==> config.mk <==
export PLATFORM = sky130hd
export DESIGN_NAME = af_sample_sequencer
export DESIGN_NICKNAME = d
export VERILOG_FILES = /design/src/rtl/af_sample_sequencer.sv
export SDC_FILE = /design/constraint.sdc
export NUM_CORES = 1
export LEC_CHECK = 0
export CAP_MARGIN = 20
export CORE_MARGIN = 2
export CORE_UTILIZATION = 53
export CTS_BUF_LIST = sky130_fd_sc_hd__clkbuf_4 sky130_fd_sc_hd__clkbuf_8
export DETAILED_ROUTE_END_ITERATION = 16
export PLACE_DENSITY = 0.85
export SLEW_MARGIN = 20
export SYNTH_ARGS = -nofsm -noshare
export SYNTH_HDL_FRONTEND = slang
export SYNTH_SLANG_ARGS = --single-unit
==> constraint.sdc <==
create_clock -name clk -period 1.92 [get_ports clk]
set_clock_uncertainty 0.15 [all_clocks]
set_input_delay 0.192 -clock clk [delete_from_list [all_inputs] [get_ports clk]]
set_output_delay 0.192 -clock clk [all_outputs]
set_load 0.05 [all_outputs]
==> src/rtl/af_sample_sequencer.sv <==
// af_sample_sequencer: divides clk to the 3 kHz filter frame, sequences the shared x/d ADC and
// commits both S(8,7) samples atomically. Define AF_SEQ_WATCHDOG_EN to add the ADC watchdog.
module af_sample_sequencer #(
  parameter int unsigned NB_SAMPLE    = 8,
  parameter int unsigned CLK_DIV      = 1800,
  parameter int unsigned NB_DIV       = 11,
  parameter int unsigned FILTER_ORDER = 30,
  parameter int unsigned EN_HIGH      = 4,
  parameter int unsigned ADC_TIMEOUT  = 64
) (
  input  logic                 clk,
  input  logic                 rst,
  input  logic                 i_run,
  input  logic                 i_clr,
  input  logic [NB_SAMPLE-1:0] i_adc_data,
  input  logic                 i_adc_valid,
  output logic                 o_adc_start,
  output logic                 o_adc_ch,
  output logic [NB_SAMPLE-1:0] o_xn,
  output logic [NB_SAMPLE-1:0] o_dn,
  output logic                 o_enable,
  output logic                 o_busy,
  output logic                 o_overrun,
  output logic                 o_timeout
);

  localparam int unsigned NbEn = (EN_HIGH > 1) ? $clog2(EN_HIGH) : 1;

  // Frame must leave room for the conversions, the filter MAC and the enable pulse.
  if ((CLK_DIV <= FILTER_ORDER + 4) || (EN_HIGH < 1) || (EN_HIGH > CLK_DIV - FILTER_ORDER - 2) ||
      ((2 ** NB_DIV) < CLK_DIV) || (ADC_TIMEOUT < 1) || (NB_SAMPLE < 2)) begin : g_bad_cfg
    $error("af_sample_sequencer: inconsistent parameters");
  end

  typedef enum logic [2:0] {
    StIdle,
    StReqX,
    StWaitX,
    StReqD,
    StWaitD,
    StCommit
  } state_e;

  state_e               r_state;
  state_e               w_state_next;
  logic [NB_DIV-1:0]    r_cnt;
  logic                 w_tick;
  logic [NB_SAMPLE-1:0] w_sample;
  logic [NB_SAMPLE-1:0] r_x_cap;
  logic [NB_SAMPLE-1:0] r_xn;
  logic [NB_SAMPLE-1:0] r_dn;
  logic [NbEn-1:0]      r_en_cnt;
  logic                 r_enable;
  logic                 r_overrun;
  logic                 w_overrun_set;
  logic                 w_wd_expired;

  assign w_tick        = (r_cnt == NB_DIV'(CLK_DIV - 1)) && i_run;
  assign w_overrun_set = w_tick && (r_state != StIdle);
  // Offset-binary to two's complement: flip the MSB.
  assign w_sample      = {~i_adc_data[NB_SAMPLE-1], i_adc_data[NB_SAMPLE-2:0]};

  always_ff @(posedge clk or posedge rst) begin
    if (rst) begin
      r_cnt <= '0;
    end else if (!i_run || w_tick) begin
      r_cnt <= '0;
    end else begin
      r_cnt <= r_cnt + NB_DIV'(1);
    end
  end

`ifdef AF_SEQ_WATCHDOG_EN
  localparam int unsigned NbWd = (ADC_TIMEOUT > 1) ? $clog2(ADC_TIMEOUT) : 1;

  logic [NbWd-1:0] r_wd_cnt;
  logic            w_waiting;
  logic            r_timeout;

  assign w_waiting    = (r_state == StWaitX) || (r_state == StWaitD);
  assign w_wd_expired = w_waiting && !i_adc_valid && (r_wd_cnt == NbWd'(ADC_TIMEOUT - 1));

  always_ff @(posedge clk or posedge rst) begin
    if (rst) begin
      r_wd_cnt <= '0;
    end else if (!w_waiting || i_adc_valid) begin
      r_wd_cnt <= '0;
    end else begin
      r_wd_cnt <= r_wd_cnt + NbWd'(1);
    end
  end

  always_ff @(posedge clk or posedge rst) begin
    if (rst) begin
      r_timeout <= 1'b0;
    end else if (w_wd_expired) begin
      r_timeout <= 1'b1;
    end else if (i_clr) begin
      r_timeout <= 1'b0;
    end
  end

  assign o_timeout = r_timeout;
`else
  assign w_wd_expired = 1'b0;
  assign o_timeout    = 1'b0;
`endif

  always_ff @(posedge clk or posedge rst) begin
    if (rst) begin
      r_state <= StIdle;
    end else begin
      r_state <= w_state_next;
    end
  end

  always_comb begin
    w_state_next = r_state;
    unique case (r_state)
      StIdle: begin
        if (w_tick) w_state_next = StReqX;
      end
      StReqX:  w_state_next = StWaitX;
      StWaitX: begin
        if (i_adc_valid) w_state_next = StReqD;
        else if (w_wd_expired) w_state_next = StIdle;
      end
      StReqD:  w_state_next = StWaitD;
      StWaitD: begin
        if (i_adc_valid) w_state_next = StCommit;
        else if (w_wd_expired) w_state_next = StIdle;
      end
      StCommit: w_state_next = StIdle;
      default:  w_state_next = StIdle;
    endcase
  end

  // x is staged so both outputs change on the same edge, entering COMMIT.
  always_ff @(posedge clk or posedge rst) begin
    if (rst) begin
      r_x_cap <= '0;
      r_xn    <= '0;
      r_dn    <= '0;
    end else if (i_adc_valid) begin
      if (r_state == StWaitX) begin
        r_x_cap <= w_sample;
      end
      if (r_state == StWaitD) begin
        r_xn <= r_x_cap;
        r_dn <= w_sample;
      end
    end
  end

  always_ff @(posedge clk or posedge rst) begin
    if (rst) begin
      r_en_cnt <= '0;
      r_enable <= 1'b0;
    end else if (r_state == StCommit) begin
      r_en_cnt <= NbEn'(EN_HIGH - 1);
      r_enable <= 1'b1;
    end else if (r_en_cnt != '0) begin
      r_en_cnt <= r_en_cnt - NbEn'(1);
    end else begin
      r_enable <= 1'b0;
    end
  end

  always_ff @(posedge clk or posedge rst) begin
    if (rst) begin
      r_overrun <= 1'b0;
    end else if (w_overrun_set) begin
      r_overrun <= 1'b1;
    end else if (i_clr) begin
      r_overrun <= 1'b0;
    end
  end

  assign o_adc_start = (r_state == StReqX) || (r_state == StReqD);
  assign o_adc_ch    = (r_state == StReqD) || (r_state == StWaitD);
  assign o_busy      = (r_state != StIdle);
  assign o_xn        = r_xn;
  assign o_dn        = r_dn;
  assign o_enable    = r_enable;
  assign o_overrun   = r_overrun;

endmodule
# Word level (Yosys, flattened, before mapping)
# Index checks and enable logic that the tools add are counted.
# classes
muxes	11
add_sub_neg	2
eq_ne	10
n_reduce_logical	14
n_bitwise	1
# op_table
cell	count
3-bit one-hot mux with 5 select lines	1
11-bit by 1-bit adder with 11-bit output, second input constant	1
11-bit equality test, second input constant	1
11-bit two-way mux	1
3-bit two-way mux	3
2-bit != test, second input constant	4
3-bit by 2-bit equality test with 1-bit output, second input constant	2
3-bit equality test, second input constant	2
2-bit nonzero test	3
1-bit two-way mux	4
2-bit two-way mux	2
2-bit AND reduction	2
3-bit by 1-bit equality test with 1-bit output, second input constant	1
3-bit zero test	1
1-bit logical OR	3
3-bit AND reduction	1
3-bit nonzero test	1
1-bit logical AND	2
2-bit by 1-bit subtractor with 2-bit output, second input constant	1
1-bit zero test	1
1-bit NOT	1
# totals
output_inout_bits	22
inputBits	13
regBits	42
wordCells	46

# Depth between registers and ports, before layout
# logic_depth
ltp_word	4
ltp_mapped	6
ltp_nobuf	4

# Least setup slack after synthesis
# Ideal clock, no wire load.
# synth_path
kind	flip-flop to output port
start	register r_state[0]
end	output port o_adc_ch
path_stages_with_launch	4
t_arrival_ns	1.624
slack_ns	-0.046
required_ns	1.578
n_path_buf	1
path_cell_list	dfrtp_1 > clkbuf_2 > nand2_1 > o21ai_0
# synth_via
elab_chain_cells	2
word_cells_on_any_way	3
classes_between	eq/ne: 2; reduce/logical: 1
# synth_lines
element	line_no	source
from (decl)	44	state_e r_state;
from (signal assigned)	111	r_state <= StIdle;
from (signal assigned)	113	r_state <= w_state_next;
3-bit by 2-bit equality test with 1-bit output or 3-bit equality test (tied branches)	180	assign o_adc_ch = (r_state == StReqD) || (r_state == StWaitD);
1-bit logical OR *	180	
to (decl)	18	output logic o_adc_ch,
# Mark *: on every way between the ends. The rest lies on a longest branch, timed or not.

# Worst setup path in the final report
# layout_path
start	register r_dn[0] (netlist: o_dn[0])
end	output port o_dn[0]
# layout_rtl
element	line_no	source
from (decl)	51	logic [NB_SAMPLE-1:0] r_dn;
from (signal assigned)	150	r_dn <= w_sample;
to (decl)	20	output logic [NB_SAMPLE-1:0] o_dn,
# No word-level cell between the ends.

==> impl_metrics.json <==
{
  "rows": 21,
  "r2r-end": "o_xn[7]",
  "maxCapViolCount": 0,
  "syn_nets": 159,
  "maxSlewViolCount": 0,
  "status": "completed",
  "end_kind": "output pin",
  "ant_nets": 0,
  "crit_path_start_kind": "register",
  "num_antenna_cells": 0,
  "layout_common_cells": "42 x dfrtp_1, 23 x mux2_2, 23 x clkdlybuf4s50_1, 9 x nand2_1, 9 x nor2_1",
  "dpl.hpwl_mm": 2.61,
  "wl_per_cell_um": 15.7,
  "dr.pass1.iters": 4,
  "crit_end": "o_dn[0]",
  "place.gp.congestion": 0.841,
  "clk_latency_ns": 0.34,
  "clockRootBuffer": "clkbuf_4",
  "antenna_found_initial": 0,
  "hold_violations": 0,
  "avgSynthCellArea_sq_um": 12.5,
  "drc": 0,
  "yosysTopAreaCellShare": 0.584,
  "hold_class": "input port to async pin",
  "power.density_nw_per_um2": 1670,
  "die_y_um": 62.3,
  "grt_pass1_wl_mm": 6.16,
  "worstSetupStartpoint": "o_dn[0]",
  "layout.nets": 196,
  "rrSetupSlack_ns": 0.23,
  "ys_seq_area_frac": 0.584,
  "avgViaCountPerCell": 5.37,
  "cp.depth": 1,
  "synth_seq_cells": 42,
  "layout.cells.non_filler": 227,
  "final_common_cell": "dfrtp_1",
  "clkSinkCount": 42,
  "cts_made_buffers": 5,
  "synth_edf_count": 0,
  "placed_cells": 220,
  "tightest_slew_ns": 0.527,
  "slowest_stage": "clkdlybuf4s50_1",
  "min_period_over_period": 0.969,
  "ys.flop_type": "dfrtp_1",
  "vias": 1218,
  "r2r_cells": 3,
  "crit_type": "register to output pin",
  "ys_top_cells_by_area": "dfrtp_1 58%, mux2_2 14%, a21oi_1 1.9%",
  "fin_area_sq_um": 2300,
  "cpPeakStageDelay_ns": 0.80,
  "grt_start_max_net_pins": 43,
  "synthCells": 144,
  "layout-drive-gt1-share": 0.243,
  "clk_path_buf_depth": 2,
  "fin_crit_ns": 1.86,
  "yosys_warnings": 0,
  "max_slew_margin": 0.648,
  "start_util": 0.544,
  "crit_chain": "clkdlybuf4s50_1",
  "cts_tree": "done",
  "core_area_sq_um": 3310,
  "rsz0062_at_grt": "false",
  "synthArstFlopShare": 1.00,
  "synth_top_cell_by_area": "dfrtp_1",
  "finalSetupViolCount": 0,
  "syn_area_sq_um": 1800,
  "critical_path_buf_inv_count": 1,
  "grt_usage": 0.206,
  "dieWidth_um": 62.3,
  "critPathArrivalTime_ns": 1.52,
  "rr_startpoint": "r_state[0]",
  "clock.fmax_mhz": 537,
  "portBuffers": 33,
  "worstPathMaxFanout": 2,
  "power_leakage_nw": 1.07,
  "ys_types": 31,
  "cpLargestDelayFamily": "buffers and inverters",
  "dpl-instance-area_sq_um": 2200,
  "hold_ws_ns": 0.130,
  "ir_drop_mv": 0.598,
  "area_delta_synth_final_pct": 27.8,
  "ios": 35,
  "dieArea_sq_um": 3880,
  "cts-htree-levels": 2,
  "setup_tns_ns": 0,
  "clk_transition_reported_paths_ns": 0.12,
  "cp.required_ns": 1.58,
  "drt-total-wl_mm": 3.56,
  "drt_iter0_markers": 43,
  "overflow": 0,
  "grt_pass1_vias": 1278
}
[sequential cells by signal, indices dropped and copies added (netlist names)]
register	cells
o_dn	8
o_enable	1
o_overrun	1
o_xn	8
r_cnt	11
r_en_cnt	2
r_state	3
r_x_cap	8
[layout make-up]
cell class              count  area (sq um)
clock buffers               6          51.3
clock inverters             1          30.0
fillers                   242          1010
inverters                   6          22.5
multi-input cells          90           701
flip-flops and latches     42          1050
well taps                  46          57.6
repair buffers             36           388
[stage by stage]
step	setup WS, ns	utilization	power, mW
2_1_floorplan	0.259	-	2.65
3_3_place_gp	0.122	0.665	3.20
3_5_place_dp	0.0139	0.665	3.31
4_1_cts	0.00605	0.690	3.88
5_1_grt	0.00341	0.695	4.02
6_report	0.0586	0.695	3.83
[kinds of logic (layout without fill, tap and decap cells)]
kind of cell | after synthesis | in the layout | synth area share
simple gates | 39 | 39 | 0.129
buf+inv | 12 | 49 | 0.0389
mux | 23 | 23 | 0.144
fa+ha+maj | 2 | 2 | 0.0139
xor+xnor | 5 | 5 | 0.0243
flops | 42 | 42 | 0.584
compound gates | 20 | 20 | 0.0646
other cells | 1 | 1 | 0.00208
[worst reg2reg max path: cells and delay by family, from the launching register on]
kind	cells	cell delay (ns)
multiplexers	1	0.36
flip-flops	1	0.50
buffers and inverters	1	0.20
AND/OR/NAND/NOR	1	0.37
[power breakdown]
part	internal (mW)	total [mW]	switching (mW)
combinational	0.743	1.85	1.11
clock	0.303	0.568	0.264
sequential	1.20	1.41	0.217
total	2.24	3.83	1.59
[worst min-delay path by stage]
| stage | startpoint | endpoint | slack, ns | cells after the start |
|---|---|---|---|---|
| 6_report | rst | o_dn[3] | 0.13 | 3 |
| 5_1_grt | rst | o_dn[3] | 0.16 | 3 |
| 4_1_cts | rst | o_dn[3] | 0.14 | 3 |
| 3_5_place_dp | r_cnt[0] | r_cnt[0] | 0.31 | 1 |
| 3_3_place_gp | r_cnt[0] | r_cnt[0] | 0.30 | 1 |
| 2_1_floorplan | i_adc_data[7] | o_dn[7] | 0.13 | 1 |
[synth_stat cells (all sizes together), types with 2 or more instances]
cell,n
a21oi,8
buf,5
dfrtp,42
ha,2
inv,6
mux2,23
nand2,9
nand3,5
nor2,9
nor4bb,3
o21ai,7
o31ai,3
or3,5
or4,2
xnor2,2
xor2,3
[what timing repair did]
| action | 4_1_cts | 5_1_grt |
|---|---|---|
| setup buffers | 0 | 0 |
| endpoints found under the hold margin | 0 | 0 |
| hold buffers | 0 | 0 |
| setup endpoints to repair | 0 | 7 |
| resized for setup | 0 | 7 |
[routing by layer]
metal	wire length (um)	part of all wire	up-vias	track usage
met2	1920	0.54	35	0.376
met1	1420	0.40	604	0.232
li1	-	-	573	-
met5	0	0	-	0
met3	163	0.046	6	0.0525
met4	59	0.017	0	0.0750
(Power assumes the default switching activity.)
